$ cat config.mk
export PLATFORM = sky130hd
export DESIGN_NAME = serial_subtractor_ctrl
export DESIGN_NICKNAME = d
export VERILOG_FILES = /design/src/rtl/serial_subtractor_ctrl.sv
export SDC_FILE = /design/constraint.sdc
export NUM_CORES = 1
export LEC_CHECK = 0
export BUFFER_PORTS_ARGS = -buffer_cell sky130_fd_sc_hd__buf_2
export CORE_ASPECT_RATIO = 1.2
export CORE_MARGIN = 4
export CORE_UTILIZATION = 50
export CTS_CLUSTER_SIZE = 40
export DETAILED_ROUTE_END_ITERATION = 10
export MAX_ROUTING_LAYER = met4
export PLACE_DENSITY = 0.7
export SYNTH_ARGS = -nofsm -noshare
export SYNTH_HDL_FRONTEND = slang
export SYNTH_SLANG_ARGS = --single-unit
$ cat constraint.sdc
create_clock -name clk -period 4.38 [get_ports clk]
set_clock_uncertainty 0.1 [all_clocks]
set_input_delay 0.219 -clock clk [delete_from_list [all_inputs] [get_ports clk]]
set_output_delay 0.219 -clock clk [all_outputs]
set_load 0.005 [all_outputs]
$ cat src/rtl/serial_subtractor_ctrl.sv
// Bit-serial WIDTH-bit subtractor controller: drives one full-subtractor cell LSB first.
// Optional signed-overflow output enabled by defining SERSUB_OVF_EN.
module serial_subtractor_ctrl #(
    parameter int unsigned WIDTH = 8
) (
    input  logic             clk,
    input  logic             rst,
    input  logic             start,
    input  logic [WIDTH-1:0] a_in,
    input  logic [WIDTH-1:0] b_in,
    output logic             ready,
    output logic             busy,
    output logic             done,
    output logic [WIDTH-1:0] result,
    output logic             bout,
    output logic             zero
`ifdef SERSUB_OVF_EN
    ,
    output logic             ovf
`endif
);

    localparam int unsigned CW = $clog2(WIDTH) + 1;

    typedef enum logic [1:0] {
        IDLE  = 2'd0,
        SHIFT = 2'd1,
        DONE  = 2'd2
    } state_t;

    state_t          state;
    state_t          state_nxt;
    logic [WIDTH-1:0] a_sr;
    logic [WIDTH-1:0] b_sr;
    logic [WIDTH-1:0] r_sr;
    logic            brw;
    logic [CW-1:0]   cnt;
    logic            cell_d;
    logic            cell_bo;
    logic            last_c;

`ifdef SERSUB_OVF_EN
    logic            a_msb;
    logic            b_msb;
`endif

    assign last_c = (cnt == CW'(WIDTH - 1));

    full_subtractor u_cell (
        .x   (a_sr[0]),
        .y   (b_sr[0]),
        .bin (brw),
        .d   (cell_d),
        .bo  (cell_bo)
    );

    // State register
    always_ff @(posedge clk) begin
        if (rst) begin
            state <= IDLE;
        end else begin
            state <= state_nxt;
        end
    end

    // Next-state and status decode
    always_comb begin
        state_nxt = state;
        ready     = 1'b0;
        busy      = 1'b0;
        case (state)
            IDLE: begin
                ready = 1'b1;
                if (start) begin
                    state_nxt = SHIFT;
                end
            end
            SHIFT: begin
                busy = 1'b1;
                if (last_c) begin
                    state_nxt = DONE;
                end
            end
            DONE: begin
                busy      = 1'b1;
                state_nxt = IDLE;
            end
            default: begin
                state_nxt = IDLE;
            end
        endcase
    end

    // Operand/result shift registers, borrow chain and registered outputs
    always_ff @(posedge clk) begin
        if (rst) begin
            a_sr   <= '0;
            b_sr   <= '0;
            r_sr   <= '0;
            brw    <= 1'b0;
            cnt    <= '0;
            result <= '0;
            bout   <= 1'b0;
            zero   <= 1'b0;
            done   <= 1'b0;
`ifdef SERSUB_OVF_EN
            a_msb  <= 1'b0;
            b_msb  <= 1'b0;
            ovf    <= 1'b0;
`endif
        end else begin
            done <= 1'b0;
            case (state)
                IDLE: begin
                    if (start) begin
                        a_sr  <= a_in;
                        b_sr  <= b_in;
                        brw   <= 1'b0;
                        cnt   <= '0;
`ifdef SERSUB_OVF_EN
                        a_msb <= a_in[WIDTH-1];
                        b_msb <= b_in[WIDTH-1];
`endif
                    end
                end
                SHIFT: begin
                    a_sr <= {1'b0, a_sr[WIDTH-1:1]};
                    b_sr <= {1'b0, b_sr[WIDTH-1:1]};
                    r_sr <= {cell_d, r_sr[WIDTH-1:1]};
                    brw  <= cell_bo;
                    cnt  <= cnt + CW'(1);
                end
                DONE: begin
                    result <= r_sr;
                    bout   <= brw;
                    zero   <= (r_sr == '0);
                    done   <= 1'b1;
`ifdef SERSUB_OVF_EN
                    // Signed overflow: operands differ in sign and result sign departs from minuend
                    ovf    <= (a_msb != b_msb) && (r_sr[WIDTH-1] != a_msb);
`endif
                end
                default: begin
                end
            endcase
        end
    end

endmodule

// One-bit full subtractor built from two half-subtractor stages.
module full_subtractor (
    input  logic x,
    input  logic y,
    input  logic bin,
    output logic d,
    output logic bo
);

    logic d1;
    logic b1;
    logic b2;

    half_subtractor u_hs0 (
        .x (x),
        .y (y),
        .d (d1),
        .b (b1)
    );

    half_subtractor u_hs1 (
        .x (d1),
        .y (bin),
        .d (d),
        .b (b2)
    );

    assign bo = b1 | b2;

endmodule

// One-bit half subtractor: d = x - y, b = borrow out.
module half_subtractor (
    input  logic x,
    input  logic y,
    output logic d,
    output logic b
);

    assign d = x ^ y;
    assign b = ~x & y;

endmodule
After elaboration in Yosys (flattened, before gate mapping):

Cells that the tools add are included.

* $lt $le $gt $ge: 0
* mux-type cells: 14
* bitwise logic cells: 7
* reduce and logical (&&, ||, !) cells: 6
* shift operators: 0
* $add $sub $neg: 1
* multiply operators: 0
* eq/ne operators: 5
* div/mod/pow operators: 0

Operator list (count)
* 8-bit case mux with 2 select lines: 2
* 8-bit 2-to-1 mux: 2
* 8-bit zero test: 1
* 4-bit case mux with 2 select lines: 1
* 4-bit by 1-bit adder with 4-bit output, second input constant: 1
* 4-bit by 3-bit == test with 1-bit output, second input constant: 1
* 1-bit 2-to-1 mux: 4
* 2-bit 2-to-1 mux: 2
* 4-bit 2-to-1 mux: 1
* 2-bit != test, second input constant: 2
* 2-bit case mux with 2 select lines: 1
* 2-bit AND reduction: 2
* 1-bit AND: 2
* 2-bit by 1-bit == test with 1-bit output, second input constant: 1
* 2-bit == test, second input constant: 1
* 2-bit zero test: 1
* 1-bit NOT: 2
* 1-bit case mux with 2 select lines: 1
* 2-bit nonzero test: 1
* 2-bit OR reduction: 1
* 1-bit XOR: 2
* 1-bit bitwise OR: 1

* output and inout bits: 13
* flip-flop bits (word level): 42
* memories: 0
* RAM bits: 0
* input port bits: 19
* latch bits: 0
* ROM bits: 0

Logic depth before layout (Yosys ltp):

Gate-level depths: netlist of run 1.

* depth after elaboration: 5
* depth in mapped cells: 7
* mapped depth without buffers: 5

Modules after synthesis:

Synthesis of run 1 repeated with hierarchy kept, for this count alone.

* cells, all modules: 186
* area total of the unflattened synthesis: 1809.2 µm²

By module, submodules not included
* serial_subtractor_ctrl: seq. area each 840.8 µm², times used 1, area an instance 1762.9 µm², cells each 179
* half_subtractor: seq. area each 0.0 µm², times used 2, area an instance 20.0 µm², cells each 3
* full_subtractor: seq. area each 0.0 µm², times used 1, area an instance 6.3 µm², cells each 1

Least setup slack after synthesis of run 1:

OpenSTA, ideal clock, no wires.

* path type: register to register
* start point: register state[0]
* end point: register cnt[3]
* buffers on the path: 0
* slack: 2.668 ns
* period minus slack after synthesis: 1.712 ns
* cell stages (with the launch flop): 6
* arrival time: 1.538 ns
* cells stage by stage: dfxtp_1 -> inv_1 -> ha_1 -> mux2i_1 -> or4b_1 -> a31oi_1

* cells in the longest elaborated chain, start to end: 3

Ends and longest elaborated chain
* start, declared: RTL line 31 `state_t state;`
* start signal, assigned: RTL line 62 `state <= state_nxt;`
* 2-bit by 1-bit == test with 1-bit output or 2-bit zero test (tied branches): RTL line 113 `case (state)`
* 2-bit nonzero test (no line) or 2-bit != test (tied branches)
* 2-bit AND reduction (no line)
* end signal, assigned: RTL line 131 `cnt <= cnt + CW'(1);`
* end, declared: RTL line 37 `logic [CW-1:0] cnt;`

Several ways; a longest one is shown, not always the timed one.
A chain may end at the register's enable or synchronous reset.

Worst setup path in the final report of run 1:

* start point: register state[1]
* end point: register cnt[3]

Same word-level chain as after synthesis.

==> impl_results.md, run 1 <==
* Synth Instances at roughly 180
* Initial Utilization at 0.527
* FFs w/ async S/R, synth at 0
* Clock group share of total power at 0.299
* Crit-path max cell delay at ~0.77 ns
* Seq cells post-synth at between 40 and 50
* Final #Nets at between 200 and 250
* Seq pwr share at 0.511
* Post_cts resized at 0
* Final Setup Violations at 0
* Peak Freq at roughly 400 MHz
* Comb pwr share at 0.190
* Max transition margin at 0.420
* CP Class: reg -> reg
* RSZ-0062 raised after global routing: no
* Die height at 73.3 µm
* Slowest-stage cell, CP: ha_2
* WP data required at 4.49 ns
* Wire length per cell at ~13 µm
* Worst path top cell family by delay: adder cells
* Min Clock Period, post-route at between 2 and 3 ns
* DRC at 0
* NetSw at ~0.00023 W
* Post-layout util at 0.598
* Die ar. at 4570 µm²
* Fin Setup TNS at 0 ns
* Cell variety after synth at 26
* Number of synthesized flops with an enable pin at 0
* CTS tree: done
* Vias per Instance at 5.44
* Run status: complete, no violations
* # port buffers at 31
* Sequential share of the synthesized area at 0.474
* Crit-path cells: inv_1 -> ha_2 -> mux2i_1 -> or4b_1 -> a31oi_1
* Detail Route Antenna Nets at 0
* Worst Tran Pin Value at between 0.8 and 0.9 ns
* Post-route clock period utilization at 0.578
* Most frequent cells in the layout: dfxtp_1, nor2_1, mux2i_1, buf_2, a211oi_1
* # Post-CTS Setup Buffers at 0
* Clock Tree Root: clkbuf_8
* Layout cell share with drive strength beyond 1 at 0.200
* Final Hold Fails at 0
* Crit start category: flop
* Initial antenna violation count at 0
* Vias in the first global route at ~1300
* Power per Cell Area at 419 nW/µm²
* CTS Buffer Depth at 2
* N_diodes at 0
* Hold_buf cts at 0
* Worst-Skew Late Latency at between 0.2 and 0.3 ns
* Core ar. at ~3400 µm²
* Post-Syn Nets at about 200
* Top Ports at 32
* Avg Synthesized Cell Area at around 10 µm²
* Max-cap check violation count at 0
* Int Power at 0.000613 W
* Stages on worst setup path at 5
* HP Class: in -> reg
* CTS Buf Count at 5
* First-pass GRT wire length at approximately 5500 µm
* WP buf/inv at 1
* Total gr overflow at 0
* Hold Crit Depth at 3
* Synth-to-layout area growth at 13.3%
* Gr usage total at 0.152
* DP Wirelength at ~2200 µm
* Clock-pin transition on the worst setup and hold timing paths at ~0.080 ns
* Leak Pwr at 0.804 nW
* Most common cell after layout, fill and taps aside: dfxtp_1
* Row cnt at 23
* Top_reg_cell synth: dfxtp_1
* Depth of the CTS H-tree at 2
* Arr. time, crit path at about 2.7 ns
* Sw frac at 0.274
* DR iter-0 viols at 66
* DIE WIDTH at approximately 62 µm
* Fin. max-slew vios at 0
* Drt pass-1 iters at 4
* Routed wire length at 3260 µm
* Largest net degree at the start of global routing at 44
* VDD IR max at ~0.00028 V
* CP Max Fanout at 37
* Via Count at 1316
* Cell Area, Synth at about 1800 µm²
* Clock Sink Count at 42
* Routability cong. at 0.716
* FF-to-FF path depth at 5
* Critical path endpoint category: flop
* Yosys warnings at 0
-- logic make-up after synthesis --
group,Yosys count,share of synthesized area
compound gates,28,0.111
fa+ha+maj,6,0.0465
buf+inv,16,0.0395
flops,42,0.474
mux,33,0.187
simple gates,54,0.143
-- through the flow --
step	instances	setup slack, ns	area (µm²)	hold WS [ns]	total power (W)
finish	242	1.85	2010	0.102	0.000844
global route	242	1.69	2010	0.115	0.000890
CTS	242	1.84	2010	0.0898	0.000854
detailed placement	234	1.84	1920	0.355	0.000602
global placement	234	1.95	1920	0.353	0.000595
floorplan	179	2.67	1780	0.283	0.000568
-- metal layers --
layer,part of all wire,vias up,GRT usage
met5,0,-,-
met4,0.0095,0,0.0495
met3,0.049,4,0.0505
met2,0.48,25,0.242
met1,0.46,605,0.183
li1,-,682,-
-- cells in the mapped netlist, types with 2 or more instances --
| cell type | number | area [µm²] |
|---|---|---|
| inv_1 | 3 | 11.3 |
| a21oi_1 | 6 | 30.0 |
| nor4_1 | 2 | 12.5 |
| nor2b_1 | 2 | 12.5 |
| ha_1 | 5 | 62.6 |
| clkbuf_1 | 7 | 26.3 |
| nor2_1 | 33 | 124 |
| nand3_1 | 3 | 15.0 |
| mux2i_1 | 32 | 320 |
| a211oi_1 | 16 | 120 |
| a32oi_1 | 2 | 17.5 |
| dfxtp_1 | 42 | 841 |
| nand2b_1 | 3 | 18.8 |
| nand2_1 | 4 | 15.0 |
| nand3b_1 | 4 | 30.0 |
| buf_2 | 5 | 25.0 |
-- worst paths after layout --
check | start | to | slack [ns]
worst min register to register | a_sr[7] | a_sr[7] | 0.37
worst max register to register | state[1] | cnt[3] | 1.85
worst max-delay path | state[1] | cnt[3] | 1.85
worst min-delay path | a_in[7] | a_sr[7] | 0.10
-- power groups by stage --
stage	sequential, W	combinational (W)	clock [W]
6_report	0.000431	0.000160	0.000252
3_5_place_dp	0.000440	0.000161	0
2_1_floorplan	0.000436	0.000133	0
3_3_place_gp	0.000438	0.000157	0
5_1_grt	0.000435	0.000183	0.000272
4_1_cts	0.000432	0.000162	0.000260
-- area by class of cell --
cell class / count / area [µm²]
Sequential cell: 42 / 841
Tap cell: 37 / 46.3
Fill cell: 315 / 1360
Timing Repair Buffer: 31 / 155
Multi-Input combinational cell: 121 / 867
Inverter: 3 / 11.3
Clock inverter: 1 / 5.00
Clock buffer: 7 / 86.3
-- sequential cells by signal (all words and copies together), names as in the netlist --
| register | count |
|---|---|
| b_sr | 8 |
| r_sr | 8 |
| cnt | 4 |
| state | 2 |
| bout | 1 |
| done | 1 |
| a_sr | 8 |
| brw | 1 |
| zero | 1 |
| result | 8 |
-- worst reg2reg max path: cells and delay by family (launching register included) --
family	cells	cell delay [ns]
AO/OA/AOI/OAI	1	0.16
buffers and inverters	1	0.10
multiplexers	1	0.41
flip-flops	1	0.33
AND/OR/NAND/NOR	1	0.58
adder cells (fa/ha/maj)	1	0.77
Note: power is estimated with default switching activity, not from simulation.
==> inputs of run 2 (changes only) <==
--- a/config.mk
+++ b/config.mk
@@ -8,11 +8,11 @@
 export BUFFER_PORTS_ARGS = -buffer_cell sky130_fd_sc_hd__buf_2
 export CORE_ASPECT_RATIO = 1.2
 export CORE_MARGIN = 4
-export CORE_UTILIZATION = 50
+export CORE_UTILIZATION = 49
 export CTS_CLUSTER_SIZE = 40
 export DETAILED_ROUTE_END_ITERATION = 10
 export MAX_ROUTING_LAYER = met4
-export PLACE_DENSITY = 0.7
+export PLACE_DENSITY = 0.71
 export SYNTH_ARGS = -nofsm -noshare
 export SYNTH_HDL_FRONTEND = slang
 export SYNTH_SLANG_ARGS = --single-unit
==> constraint.sdc (replaced) <==
create_clock -name clk -period 2.05 [get_ports clk]
set_clock_uncertainty 0.1 [all_clocks]
set_input_delay 0.1025 -clock clk [delete_from_list [all_inputs] [get_ports clk]]
set_output_delay 0.1025 -clock clk [all_outputs]
set_load 0.005 [all_outputs]
==> impl_results.md, run 2 (synthesis gave the netlist of run 1 again) <==
* WP data required at ~2.2 ns
* Largest net degree at the start of global routing at 37
* Via Count at approximately 1300
* Initial Utilization at 0.518
* Detail Route Antenna Nets at 0
* DRC at 0
* Inst Count DP at approximately 240
* VDD IR max at just over 0.0005 V
* Clock Sink Count at between 40 and 50
* Fillers at approximately 280
* Vias in the first global route at 1319
* Critical path endpoint category: flop
* Row cnt at 23
* Power per Cell Area at 917 nW/µm²
* Most common cell after layout, fill and taps aside: dfxtp_1
* Fin. max-slew vios at 0
* Final Hold Fails at 0
* N_diodes at 0
* R2r setup slk at around 0.25 ns
* Min Clock Period, post-route at 1.80 ns
* Wire length per cell at about 13 µm
* Arr. time, crit path at 1.91 ns
* Layout cell share with drive strength beyond 1 at 0.213
* Crit start category: flop
* DP Area at 1960 µm²
* RSZ-0062 raised after global routing: no
* # Post-CTS Setup Buffers at 0
* Max transition margin at 0.587
* Post-route clock period utilization at 0.878
* WHS at 0.0478 ns
* Reg area at approximately 840 µm²
* Die ar. at 4650 µm²
* Gr usage total at 0.162
* Routability cong. at ~0.8
* Multi-input logic area at between 800 and 900 µm²
* DIE WIDTH at roughly 63 µm
* Max-cap check violation count at 0
* Clock-pin transition on the worst setup and hold timing paths at 0.08 ns
* Worst Tran Pin Value at between 0.6 and 0.7 ns
* Drt pass-1 iters at 4
* Die height at around 74 µm
* Non-Filler Instances at about 250
* CTS Buf Count at 5
* CP Max Fanout at 31
* First-pass GRT wire length at between 5000 and 6000 µm
* # port buffers at 31
* Overall Power at around 0.0019 W
* Initial antenna violation count at 0
* Final Cell Area at roughly 2100 µm²
* Final #Nets at between 200 and 250
* CP Class: reg -> reg
* Peak Freq at 556 MHz
* Vias per Instance at ~5.4
* DP Wirelength at between 2000 and 2500 µm
* Leak Pwr at roughly 0.85 nW
* Most frequent cells in the layout: dfxtp_1, nor2_1, mux2i_1, buf_2, a211oi_1
* Routed wire length at approximately 3300 µm
* CTS Buffer Depth at 2
* Clock Tree Root: clkbuf_8
* Run status: complete, no violations
* Worst-Skew Late Latency at around 0.29 ns
* Top Ports at 32
* Fin Setup TNS at 0 ns
* Total gr overflow at 0
* Core ar. at around 3400 µm²
* DR iter-0 viols at 67
* Depth of the CTS H-tree at 2
* HP Class: in -> reg
* Final Setup Violations at 0
* Synth-to-layout area growth at 17.7%
* CTS tree: done
==> run 2: cell types whose count changed in the layout (fill, tap and decap cells not counted), sizes merged <==
cell         change
clkinv           +1
bufinv           +1
dlygate4sd3      +2
clkbuf           -2
buf              +4
==> run 2: power breakdown <==
part,total [W],leakage (nW),switching [W],internal (W)
Combinational,0.000366,0.446,0.000196,0.000170
Sequential,0.000920,0.343,0.0000380,0.000882
Clock,0.000630,0.0579,0.000271,0.000358
==> run 2: final cells by class <==
class / count / area share
Multi-Input combinational cell: 121 / 0.414
Sequential cell: 42 / 0.402
Timing Repair Buffer: 37 / 0.104
Clock buffer: 5 / 0.0329
Tap cell: 37 / 0.0222
Clock inverter: 3 / 0.0192
Inverter: 3 / 0.00539
==> run 2: path summary, 6_finish.rpt <==
| kind | to | cells past startpoint | from |
|---|---|---|---|
| worst min-delay path | b_sr[0] | 3 | b_in[0] |
| worst min register to register | a_sr[7] | 2 | a_sr[7] |
| worst max-delay path | b_sr[5] | 5 | state[0] |
| worst max register to register | b_sr[5] | 5 | state[0] |
==> run 2: critical path, stage by stage, from the launching register on <==
cell	delay (ns)
dfxtp_1	0.36
inv_1	0.09
ha_1	0.26
mux2_2	0.59
nor2_1	0.09
a211oi_1	0.22
==> run 2: metal layers <==
metal / GRT usage / part of all wire
met1: 0.183 / 0.44
met2: 0.268 / 0.49
met3: 0.0529 / 0.049
met4: 0.0662 / 0.016
met5: - / 0
==> run 2: what timing repair did <==
action	in CTS	in global routing
hold buffers	2	0
resized for setup	0	0
hold endpoints to repair	2	0
==> run 2: stage by stage <==
step / setup WS, ns / util
floorplan: 0.338 / -
global placement: 0.350 / 0.573
detailed placement: 0.227 / 0.573
CTS: 0.209 / 0.610
global route: 0.0275 / 0.610
finish: 0.251 / 0.610
==> inputs of run 3 (changes only) <==
--- a/config.mk
+++ b/config.mk
@@ -13,6 +13,7 @@
 export DETAILED_ROUTE_END_ITERATION = 10
 export MAX_ROUTING_LAYER = met4
 export PLACE_DENSITY = 0.71
+export SETUP_SLACK_MARGIN = 0.4
 export SYNTH_ARGS = -nofsm -noshare
 export SYNTH_HDL_FRONTEND = slang
 export SYNTH_SLANG_ARGS = --single-unit
==> impl_results.md, run 3 (synthesis gave the netlist of run 1 again) <==
* Total gr overflow at 0
* DIE WIDTH at 63.0 µm
* Final #Nets at ~240
* Post-route clock period utilization at 0.762
* DR iter-0 viols at 43
* Vias per Instance at roughly 5.4
* CP Max Fanout at 5
* Core ar. at roughly 3400 µm²
* Arr. time, crit path at between 1.5 and 2 ns
* Run status: complete, no violations
* Final Setup Violations at 0
* Synth-to-layout area growth at 20.1%
* Depth of the CTS H-tree at 2
* First-pass GRT wire length at between 5000 and 6000 µm
* Min Clock Period, post-route at about 1.6 ns
* HP Class: in -> reg
* Most frequent cells in the layout: dfxtp_1, nor2_1, mux2i_1, buf_2, a211oi_1
* Die height at between 70 and 80 µm
* Wire length per cell at around 14 µm
* Via Count at between 1000 and 1500
* # port buffers at 31
* WP data required at roughly 2.2 ns
* Largest net degree at the start of global routing at 32
* Top Ports at 32
* Row cnt at 23
* Routed wire length at approximately 3400 µm
* Gr usage total at 0.167
* Crit-path cells: inv_2 -> ha_4 -> mux2i_2 -> or4b_1 -> a31oi_1
* Vias in the first global route at 1334
* VDD IR max at 0.000585 V
* Layout cell share with drive strength beyond 1 at 0.252
* Critical path endpoint category: flop
* Slowest-stage cell, CP: or4b_1
* CTS Buf Count at 5
* Clock-pin transition on the worst setup and hold timing paths at about 0.070 ns
* Fillers at 300
* Fin Setup TNS at 0 ns
* CTS Buffer Depth at 2
* Most common cell after layout, fill and taps aside: dfxtp_1
* N_diodes at 0
* Routability cong. at between 0.7 and 0.8
* Crit start category: flop
* DP Wirelength at ~2400 µm
* Drt pass-1 iters at 4
* Max transition margin at 0.650
* Post-layout util at 0.623
* DRC at 0
* Peak Freq at approximately 640 MHz
* Crit-path max cell delay at about 0.5 ns
* Hold Startpoint: b_in[4]
* RSZ-0062 raised after global routing: no
* Final Hold Fails at 0
* Worst Tran Pin Value at ~0.52 ns
* Worst R2R Start: state[0]
* Max-cap check violation count at 0
* Clock Tree Root: clkbuf_8
* Worst-Skew Late Latency at just under 0.3 ns
* CP Class: reg -> reg
* CTS tree: done
* Detail Route Antenna Nets at 0
* Fin. max-slew vios at 0
* Power per Cell Area at between 800 and 900 nW/µm²
* Leak Pwr at roughly 0.86 nW
* Initial Utilization at 0.518
* Clock Sink Count at 42
* Die ar. at roughly 4700 µm²
* Worst Setup SP: state[0]
* Initial antenna violation count at 0
[run 3: layout make-up]
type                       count  area (µm²)  share of cell area
clock buffer                   7        86.3              0.0405
clock inverter                 1        5.00             0.00235
inverter                       3        11.3             0.00528
multi-input combinational    121         897               0.421
sequential                    42         846               0.397
tap                           37        46.3              0.0217
timing repair buffer          40         240               0.113
[run 3: path summary, 6_finish.rpt]
check,to,slack (ns),cells past startpoint
worst min register to register,b_sr[7],0.36,2
worst min-delay path,b_sr[4],0.05,3
worst max register to register,cnt[3],0.49,5
worst max-delay path,cnt[3],0.49,5
[run 3: report_power, final]
| group | total, W | internal [W] | switching (W) |
|---|---|---|---|
| combinational | 0.000404 | 0.000196 | 0.000208 |
| clock | 0.000535 | 0.000272 | 0.000264 |
| sequential | 0.000924 | 0.000884 | 0.0000402 |
[run 3: through the flow]
stage	hold WS, ns	instances	cell area (µm²)	worst slack [ns]	power (W)
after floorplan	0.167	179	1780	0.415	0.00122
after global placement	0.276	239	1960	0.376	0.00129
after detailed placement	0.282	239	1960	0.254	0.00131
after CTS	0.0429	249	2120	0.443	0.00188
after global routing	0.0668	251	2130	0.407	0.00197
final	0.0487	251	2130	0.488	0.00186
[run 3: routing by layer]
layer	GRT usage	wire length (µm)	part of all wire
met5	-	0	0
met4	0.0784	73	0.021
met3	0.0498	142	0.041
met2	0.274	1690	0.49
met1	0.188	1540	0.45
[run 3: what timing repair did]
item,CTS,global route
endpoints found under the setup margin,18,1
setup buffers,0,2
pin swaps,0,1
endpoints found under the hold margin,2,0
resized for setup,12,0
hold buffers,2,0
[run 3: worst max-delay path, delay by kind of cell, from the launching register on]
family | cells | cell delay, ns
flip-flops | 1 | 0.37
AND/OR/NAND/NOR | 1 | 0.50
AO/OA/AOI/OAI | 1 | 0.13
buffers and inverters | 1 | 0.06
adder cells (fa/ha/maj) | 1 | 0.18
multiplexers | 1 | 0.15
